[config.mk]
export PLATFORM = sky130hd
export DESIGN_NAME = updown_mod_counter_flat
export DESIGN_NICKNAME = d
export VERILOG_FILES = /design/src/rtl/updown_mod_counter_if.sv /design/src/rtl/updown_mod_counter.sv /design/src/flat_wrapper.sv
export SDC_FILE = /design/constraint.sdc
export NUM_CORES = 1
export LEC_CHECK = 0
export CAP_MARGIN = 15
export CORE_MARGIN = 2
export CORE_UTILIZATION = 35
export CTS_CLUSTER_DIAMETER = 100
export DETAILED_ROUTE_END_ITERATION = 7
export PLACE_DENSITY = 0.6
export REMOVE_ABC_BUFFERS = 1
export SETUP_SLACK_MARGIN = 0.1
export SLEW_MARGIN = 20
export SYNTH_ARGS = -nofsm -noshare
export SYNTH_HDL_FRONTEND = slang
export SYNTH_SLANG_ARGS = --single-unit
export TNS_END_PERCENT = 50
[constraint.sdc]
create_clock -name clk -period 7.4 [get_ports clk]
set_clock_uncertainty 0.1 [all_clocks]
set_input_delay 1.11 -clock clk [delete_from_list [all_inputs] [get_ports clk]]
set_output_delay 1.11 -clock clk [all_outputs]
set_load 0.005 [all_outputs]
[src/rtl/updown_mod_counter_if.sv]
// Command/status bundle for updown_mod_counter.
// roll_cnt is present only when UDMC_ROLLCNT_EN is defined.
interface updown_mod_counter_if #(
  parameter int WIDTH  = 8,
  parameter int STEP_W = 4
`ifdef UDMC_ROLLCNT_EN
  ,
  parameter int ROLL_W = 8
`endif
);
  logic              en;
  logic              load;
  logic              up;
  logic              down;
  logic              sat;
  logic [STEP_W-1:0] step;
  logic [WIDTH-1:0]  data;
  logic [WIDTH-1:0]  max_val;
  logic [WIDTH-1:0]  count;
  logic              at_max;
  logic              at_zero;
  logic              rollover;
  logic              rollunder;
  logic              err;
`ifdef UDMC_ROLLCNT_EN
  logic [ROLL_W-1:0] roll_cnt;
`endif

  modport master (
    output en, load, up, down, sat, step, data, max_val,
`ifdef UDMC_ROLLCNT_EN
    input  roll_cnt,
`endif
    input  count, at_max, at_zero, rollover, rollunder, err
  );

  modport slave (
    input  en, load, up, down, sat, step, data, max_val,
`ifdef UDMC_ROLLCNT_EN
    output roll_cnt,
`endif
    output count, at_max, at_zero, rollover, rollunder, err
  );
endinterface

[src/rtl/updown_mod_counter.sv]
// Up/down counter with programmable modulus and step, wrap or saturate mode.
// Define UDMC_ROLLCNT_EN to add the saturating roll_cnt event counter.
module updown_mod_counter #(
  parameter int WIDTH  = 8,
  parameter int STEP_W = 4,
  parameter int ROLL_W = 8
) (
  input  logic                 clk,
  input  logic                 srst_n,
  updown_mod_counter_if.slave  bus
);

  if (STEP_W > WIDTH || STEP_W < 1 || ROLL_W < 1) begin : g_bad_params
    $error("updown_mod_counter: need 1 <= STEP_W <= WIDTH and ROLL_W >= 1");
  end

  logic [WIDTH-1:0] count_reg, count_next;
  logic             rollover_reg, rollover_next;
  logic             rollunder_reg, rollunder_next;
  logic             err_reg, err_next;

  logic [WIDTH-1:0] step_w;
  logic [WIDTH:0]   max_ext;
  logic [WIDTH:0]   mod_w;
  logic [WIDTH:0]   sum_w;
  logic [WIDTH-1:0] wrap_up_w;
  logic [WIDTH-1:0] wrap_dn_w;
  logic             out_of_range;
  logic             move_req;
  logic             step_too_big;

  // All modulus arithmetic is one bit wider so max_val = all-ones (modulus 2^WIDTH) works.
  assign step_w       = WIDTH'(bus.step);
  assign max_ext      = {1'b0, bus.max_val};
  assign mod_w        = max_ext + (WIDTH+1)'(1);
  assign sum_w        = {1'b0, count_reg} + {1'b0, step_w};
  assign wrap_up_w    = WIDTH'(sum_w - mod_w);
  assign wrap_dn_w    = WIDTH'({1'b0, count_reg} + mod_w - {1'b0, step_w});
  assign out_of_range = (count_reg > bus.max_val);
  assign move_req     = (bus.up ^ bus.down) && (bus.step != '0);
  assign step_too_big = (step_w > bus.max_val);

  always_comb begin
    count_next     = count_reg;
    rollover_next  = 1'b0;
    rollunder_next = 1'b0;
    err_next       = 1'b0;
    if (bus.en) begin
      if (bus.load) begin
        if (bus.data > bus.max_val) begin
          count_next = bus.max_val;
          err_next   = 1'b1;
        end else begin
          count_next = bus.data;
        end
      end else if (out_of_range) begin
        // max_val was lowered under the count: pull it back before honouring any move.
        count_next = bus.max_val;
        err_next   = 1'b1;
      end else if (move_req) begin
        if (step_too_big) begin
          err_next = 1'b1;
        end else if (bus.up) begin
          if (sum_w > max_ext) begin
            rollover_next = 1'b1;
            count_next    = bus.sat ? bus.max_val : wrap_up_w;
          end else begin
            count_next = sum_w[WIDTH-1:0];
          end
        end else begin
          if (count_reg < step_w) begin
            rollunder_next = 1'b1;
            count_next     = bus.sat ? '0 : wrap_dn_w;
          end else begin
            count_next = count_reg - step_w;
          end
        end
      end
    end
  end

  always_ff @(posedge clk or negedge srst_n) begin
    if (!srst_n) begin
      count_reg     <= '0;
      rollover_reg  <= 1'b0;
      rollunder_reg <= 1'b0;
      err_reg       <= 1'b0;
    end else begin
      count_reg     <= count_next;
      rollover_reg  <= rollover_next;
      rollunder_reg <= rollunder_next;
      err_reg       <= err_next;
    end
  end

  assign bus.count     = count_reg;
  assign bus.at_max    = (count_reg == bus.max_val);
  assign bus.at_zero   = (count_reg == '0);
  assign bus.rollover  = rollover_reg;
  assign bus.rollunder = rollunder_reg;
  assign bus.err       = err_reg;

`ifdef UDMC_ROLLCNT_EN
  logic [ROLL_W-1:0] roll_cnt_reg, roll_cnt_next;

  // Counts the same edges that raise a roll pulse, so it tracks the pulses one-for-one.
  always_comb begin
    roll_cnt_next = roll_cnt_reg;
    if (bus.en && bus.load) begin
      roll_cnt_next = '0;
    end else if ((rollover_next || rollunder_next) && (roll_cnt_reg != '1)) begin
      roll_cnt_next = roll_cnt_reg + ROLL_W'(1);
    end
  end

  always_ff @(posedge clk or negedge srst_n) begin
    if (!srst_n) begin
      roll_cnt_reg <= '0;
    end else begin
      roll_cnt_reg <= roll_cnt_next;
    end
  end

  assign bus.roll_cnt = roll_cnt_reg;
`endif

endmodule

[src/flat_wrapper.sv]
// flat-port wrapper written by rule: the top's interface ports become plain ports
module updown_mod_counter_flat 
#(
  parameter int WIDTH  = 8,
  parameter int STEP_W = 4,
  parameter int ROLL_W = 8
)
  (clk, srst_n, bus_en, bus_load, bus_up, bus_down, bus_sat, bus_step, bus_data, bus_max_val, bus_count, bus_at_max, bus_at_zero, bus_rollover, bus_rollunder, bus_err);
  updown_mod_counter_if #(.WIDTH(WIDTH), .STEP_W(STEP_W)) bus_i ();
  input  logic clk;
  input  logic srst_n;
  input wire logic [$bits(bus_i.en)-1:0] bus_en;
  input wire logic [$bits(bus_i.load)-1:0] bus_load;
  input wire logic [$bits(bus_i.up)-1:0] bus_up;
  input wire logic [$bits(bus_i.down)-1:0] bus_down;
  input wire logic [$bits(bus_i.sat)-1:0] bus_sat;
  input wire logic [$bits(bus_i.step)-1:0] bus_step;
  input wire logic [$bits(bus_i.data)-1:0] bus_data;
  input wire logic [$bits(bus_i.max_val)-1:0] bus_max_val;
  output wire logic [$bits(bus_i.count)-1:0] bus_count;
  output wire logic [$bits(bus_i.at_max)-1:0] bus_at_max;
  output wire logic [$bits(bus_i.at_zero)-1:0] bus_at_zero;
  output wire logic [$bits(bus_i.rollover)-1:0] bus_rollover;
  output wire logic [$bits(bus_i.rollunder)-1:0] bus_rollunder;
  output wire logic [$bits(bus_i.err)-1:0] bus_err;
  assign bus_i.en = bus_en;
  assign bus_i.load = bus_load;
  assign bus_i.up = bus_up;
  assign bus_i.down = bus_down;
  assign bus_i.sat = bus_sat;
  assign bus_i.step = bus_step;
  assign bus_i.data = bus_data;
  assign bus_i.max_val = bus_max_val;
  assign bus_count = bus_i.count;
  assign bus_at_max = bus_i.at_max;
  assign bus_at_zero = bus_i.at_zero;
  assign bus_rollover = bus_i.rollover;
  assign bus_rollunder = bus_i.rollunder;
  assign bus_err = bus_i.err;
  updown_mod_counter #(.WIDTH(WIDTH), .STEP_W(STEP_W), .ROLL_W(ROLL_W)) u_core (.clk(clk), .srst_n(srst_n), .bus(bus_i));
endmodule
==> results.json <==
{
  "worstSkewPairLatency_ns": 0.24,
  "leakagePower_nw": 1.50,
  "worstPathMaxFanout": 15,
  "synth.distinct_cells": 62,
  "clock.fmax_ghz": 0.188,
  "peakVddDrop_uv": 122,
  "cts_setup_buffers": 0,
  "htreeDepth": 1,
  "cts_resized": 0,
  "yosys_warnings": 0,
  "synth.avg_cell_area_um2": 7.90,
  "drtAntennaViolNets": 0,
  "first_iter_violations": 171,
  "clk_pin_slew_ns": 0.05,
  "grt_max_degree": 19,
  "io_buffers": 39,
  "worst_setup_path_end_kind": "flip-flop",
  "clock_sinks": 11,
  "cts-root-buf": "clkbuf_8",
  "synthTopCellsByCount": "55 x ha_1, 34 x inv_1, 25 x a21oi_1, 25 x nand2_1, 21 x xnor2_1",
  "worst_pin_slew_ns": 0.804,
  "grt_pass1_wl_um": 14800,
  "worst-r2r-cell-count": 13,
  "slew_violations": 0,
  "synthArstFlopShare_pct": 100,
  "die-area_um2": 8930,
  "grt_busiest_layer": "met2",
  "max-slew-margin-rel_pct": 45.9,
  "vias_per_cell": 5.84,
  "yosys.area.top_type": "ha_1",
  "gr-total-overflow": 0,
  "areaGrowthSynthToFinish_pct": 17.8,
  "wl_per_cell_um": 18.5,
  "final_cells": 499,
  "met2_usage_pct": 37.3,
  "nets": 484,
  "placed_cell_area_um2": 3330,
  "grt_pass1_vias": 2906,
  "drc": 0,
  "first_pass_iters": 4,
  "grt.met1_usage_pct": 27.9,
  "dp_cells": 495,
  "grt.total_usage_pct": 21.4,
  "synthCells": 363,
  "finalSetupViolations": 0,
  "cts_tree": "built",
  "ys_ff_latch": 11,
  "core_area_um2": 8090,
  "tns_ns": 0,
  "hold_class": "reg2reg",
  "rsz0062_at_grt": "no",
  "gp_congestion": 0.884,
  "finalCoreUtilization_pct": 41.8,
  "fin_area_um2": 3380,
  "largest_reg_flops": 8,
  "vias": 2916,
  "grt_use_met3_pct": 1.76,
  "cts_buffers": 3,
  "layout-drive-gt1-share_pct": 2.54,
  "hpwl_um": 7490,
  "antennaDiodeCount": 0,
  "wl_um": 9220,
  "antenna_found_initial": 0,
  "synth_edf_count": 0,
  "synthTopCellsByArea": "ha_1 24%, dfrtp_1 9.6%, xnor2_1 6.4%",
  "fin_crit_sh_pct": 71.8,
  "crit_arrival_ns": 5.35,
  "cts_hold_repair.buffers": 0,
  "cp-start-kind": "primary input",
  "yosysTopAreaCellShare_pct": 24.0,
  "cap_violations": 0,
  "finalHoldViolCount": 0,
  "die_w_um": 94.5,
  "cts_buffer_depth": 2,
  "cp_data_required_time_ns": 7.44,
  "synth_most_common_cell": "ha_1",
  "io_pins": 40,
  "rows": 33,
  "start_util_pct": 35.4,
  "yosys_most_used_dff": "dfrtp_1",
  "status": "completed",
  "powerDensity_nw_per_um2": 389,
  "reg2reg_slack_ns": 3.05,
  "die_h_um": 94.5,
  "critPathKind": "in2reg",
  "yosysSeqAreaShare_pct": 9.60,
  "syn_area_um2": 2870,
  "min_period_ns": 5.32,
  "worstHoldPathCells": 2
}
-- routing by layer --
layer,wire length [um],share of wire (%),vias to the layer above
li1,-,-,1401
met1,4210,46,1397
met2,4330,47,103
met3,505,5.5,15
met4,178,1.9,0
met5,0,0,-
-- cell families (layout without fill, tap and decap cells) --
kind of cell	after synthesis	count (layout)	share of synthesized area, %
mux	6	6	2.09
flops	11	11	9.60
buf+inv	48	79	6.94
compound gates	102	102	23.7
fa+ha+maj	62	62	28.9
xor+xnor	28	28	9.03
simple gates	106	106	19.7
-- placed cells by master, fill, tap and decap left out, types with 7 or more instances in the layout --
cell and count:
o211ai_1 7, nor2b_1 8, fa_1 7, inv_1 34
a211oi_1 8, nand2_1 25, nor2_1 18, nor3_1 11
nand3_1 9, dfrtp_1 11, xnor2_1 21, a21oi_1 25
o21ai_0 12, ha_1 55, clkdlybuf4s50_1 39, nand4_1 9
-- report_power, final --
part	switching [W]	leakage [nW]	internal, W
Combinational	0.000610	1.35	0.000497
Clock	0.0000242	0.0228	0.0000380
Sequential	0.0000642	0.135	0.0000821
Total	0.000699	1.50	0.000617
-- path summary, 6_finish.rpt --
path                                            startpoint                              end
max in group asynchronous                           srst_n    u_core.bus.rollover$_DFF_PN0_
setup reg to reg           u_core.bus.count[2]$_DFFE_PN0P_  u_core.bus.count[3]$_DFFE_PN0P_
hold reg to reg            u_core.bus.count[0]$_DFFE_PN0P_  u_core.bus.count[0]$_DFFE_PN0P_
hold / removal             u_core.bus.count[0]$_DFFE_PN0P_  u_core.bus.count[0]$_DFFE_PN0P_
min in group asynchronous                           srst_n   u_core.bus.rollunder$_DFF_PN0_
setup / recovery                               bus_step[1]  u_core.bus.count[3]$_DFFE_PN0P_
-- critical path, stage by stage --
cell and delay (ns):
clkdlybuf4s50_1 0.60, inv_1 0.14, ha_1 0.31, or3b_1 0.40
a31oi_1 0.30, o21ai_1 0.12, xnor2_1 0.35, ha_1 0.32
and3_1 0.16, a221oi_1 0.42, o22ai_2 0.33, o211ai_1 0.16
o21ai_0 0.11, and3_1 0.21, o41ai_1 0.32
-- cell type report --
cell class | count | area (um2)
fillers | 846 | 4710
multi-input cells | 304 | 2400
clock buffers | 4 | 45.0
inverters | 36 | 138
well taps | 105 | 131
flip-flops and latches | 11 | 275
repair buffers | 39 | 390
-- per-stage QoR --
stage / hold WS, ns / power (W) / setup WS [ns]
CTS: 0.470 / 0.00130 / 1.91
global placement: 0.459 / 0.00121 / 1.82
finish: 0.459 / 0.00132 / 2.08
floorplan: 0.421 / 0.000928 / 2.90
detailed placement: 0.461 / 0.00123 / 1.69
global route: 0.532 / 0.00146 / 1.80
Note: power is estimated with default switching activity, not from simulation.
==> edit: new RTL, same settings <==
`STEP_W` is set to 4 in 3 places; all go to 6.
--- a/src/rtl/updown_mod_counter_if.sv
+++ b/src/rtl/updown_mod_counter_if.sv
@@ -4,3 +4,3 @@
   parameter int WIDTH  = 8,
-  parameter int STEP_W = 4
+  parameter int STEP_W = 6
 `ifdef UDMC_ROLLCNT_EN
--- a/src/rtl/updown_mod_counter.sv
+++ b/src/rtl/updown_mod_counter.sv
@@ -4,3 +4,3 @@
   parameter int WIDTH  = 8,
-  parameter int STEP_W = 4,
+  parameter int STEP_W = 6,
   parameter int ROLL_W = 8
--- a/src/flat_wrapper.sv
+++ b/src/flat_wrapper.sv
@@ -4,3 +4,3 @@
   parameter int WIDTH  = 8,
-  parameter int STEP_W = 4,
+  parameter int STEP_W = 6,
   parameter int ROLL_W = 8
Ports: changed (resized bus_step); port bits go from 40 to 42. No check against the original RTL was run, so the function may have changed too.
==> edit against the original RTL <==
- cell count increased by 11%
- critical endpoint is now u_core.bus.count[7]
- wire length increased by 28%
- power increased by 32%
- sequential share of layout area fell by 1.0 points
- sequential cell count unchanged
- non-clock buffer count up 2
- setup slack better by 0.12 ns
- synthesized area up 16%
- via count up 15%
- global-route usage rose by 2.0 points
- design area grew 14%
==> edit: results (changes against the original RTL) <==
stage,metric,value,unit,change
routing,drt_iter0_drc,251,,+47%
worst_setup_path,rr_startpoint,u_core.bus.count[3],,
pwr,finalPower,1730,uW,+32%
cells_and_area,multi_input_gates,345,,+13%
cells_and_area,nets,541,,+12%
grt,met2_usage,0.373,,about the same
grt,met1_usage,0.330,,+0.0504
worst_setup_path,path_max_fanout,8,,-7
synth,netlist_instances,412,,+13%
worst_setup_path,reg2reg_setup_slack,3.16,ns,+0.11 ns
cells_and_area,bufAreaShareNonClock,0.107,,-0.00892
cells_and_area,n_fill_cell,948,,+12%
cells_and_area,buffers_excl_clock,41,,+5.1%
cells_and_area,drive_gt1_frac,0.0655,,+0.0401
worst_setup_path,crit_start,bus_step[4],,
pwr,vdd_drop_max,0.139,mV,+13%
routing,wire_per_inst,21.3,um,+15%
outcome,status,finished clean,,
pwr,p_comb,1510,uW,+36%
grt,met3_usage,0.0173,,-0.000305
placed_design,postPlaceCellArea,0.00380,mm^2,+14%
synth,synth_xor_area_frac,0.0502,,-0.0401
grt,grtUsageTotal,0.233,,+0.0198
synth,synthTopCellsByCount,"ha_1, inv_1, nand2_1",,
routing,dr.pass1.iters,5,,+1
placed_design,place_ws,2.00,ns,+0.316 ns
routing,vias,3340,,+15%
-- edit: cell count changes in the layout (fill, tap and decap cells not counted), moves of 4 or more --
cell      unedited run  this run
a21boi_0             0         4
inv_1               34        39
nor3b_1              0         4
ha_1                55        59
a21oi_1             25        16
nand3_1              9        17
nand2_1             25        20
xnor2_1             21        16
a211oi_1             8         2
o21ai_0             12        16
o22ai_1              6         2
-- edit: metrics by stage --
stage / util / hold slack [ns]
floorplan: - / 0.509
global placement: 0.413 / 0.617
detailed placement: 0.414 / 0.631
CTS: 0.419 / 0.639
global route: 0.419 / 0.660
finish: 0.419 / 0.641
-- edit: path summary, 6_finish.rpt --
check	to	cells after the start
worst max register to register	u_core.bus.count[7]	13
min in group asynchronous	u_core.bus.count[3]	1
worst min register to register	u_core.bus.count[2]	2
worst max-delay path	u_core.bus.count[7]	16
max in group asynchronous	u_core.bus.count[1]	1
worst min-delay path	u_core.bus.count[2]	2
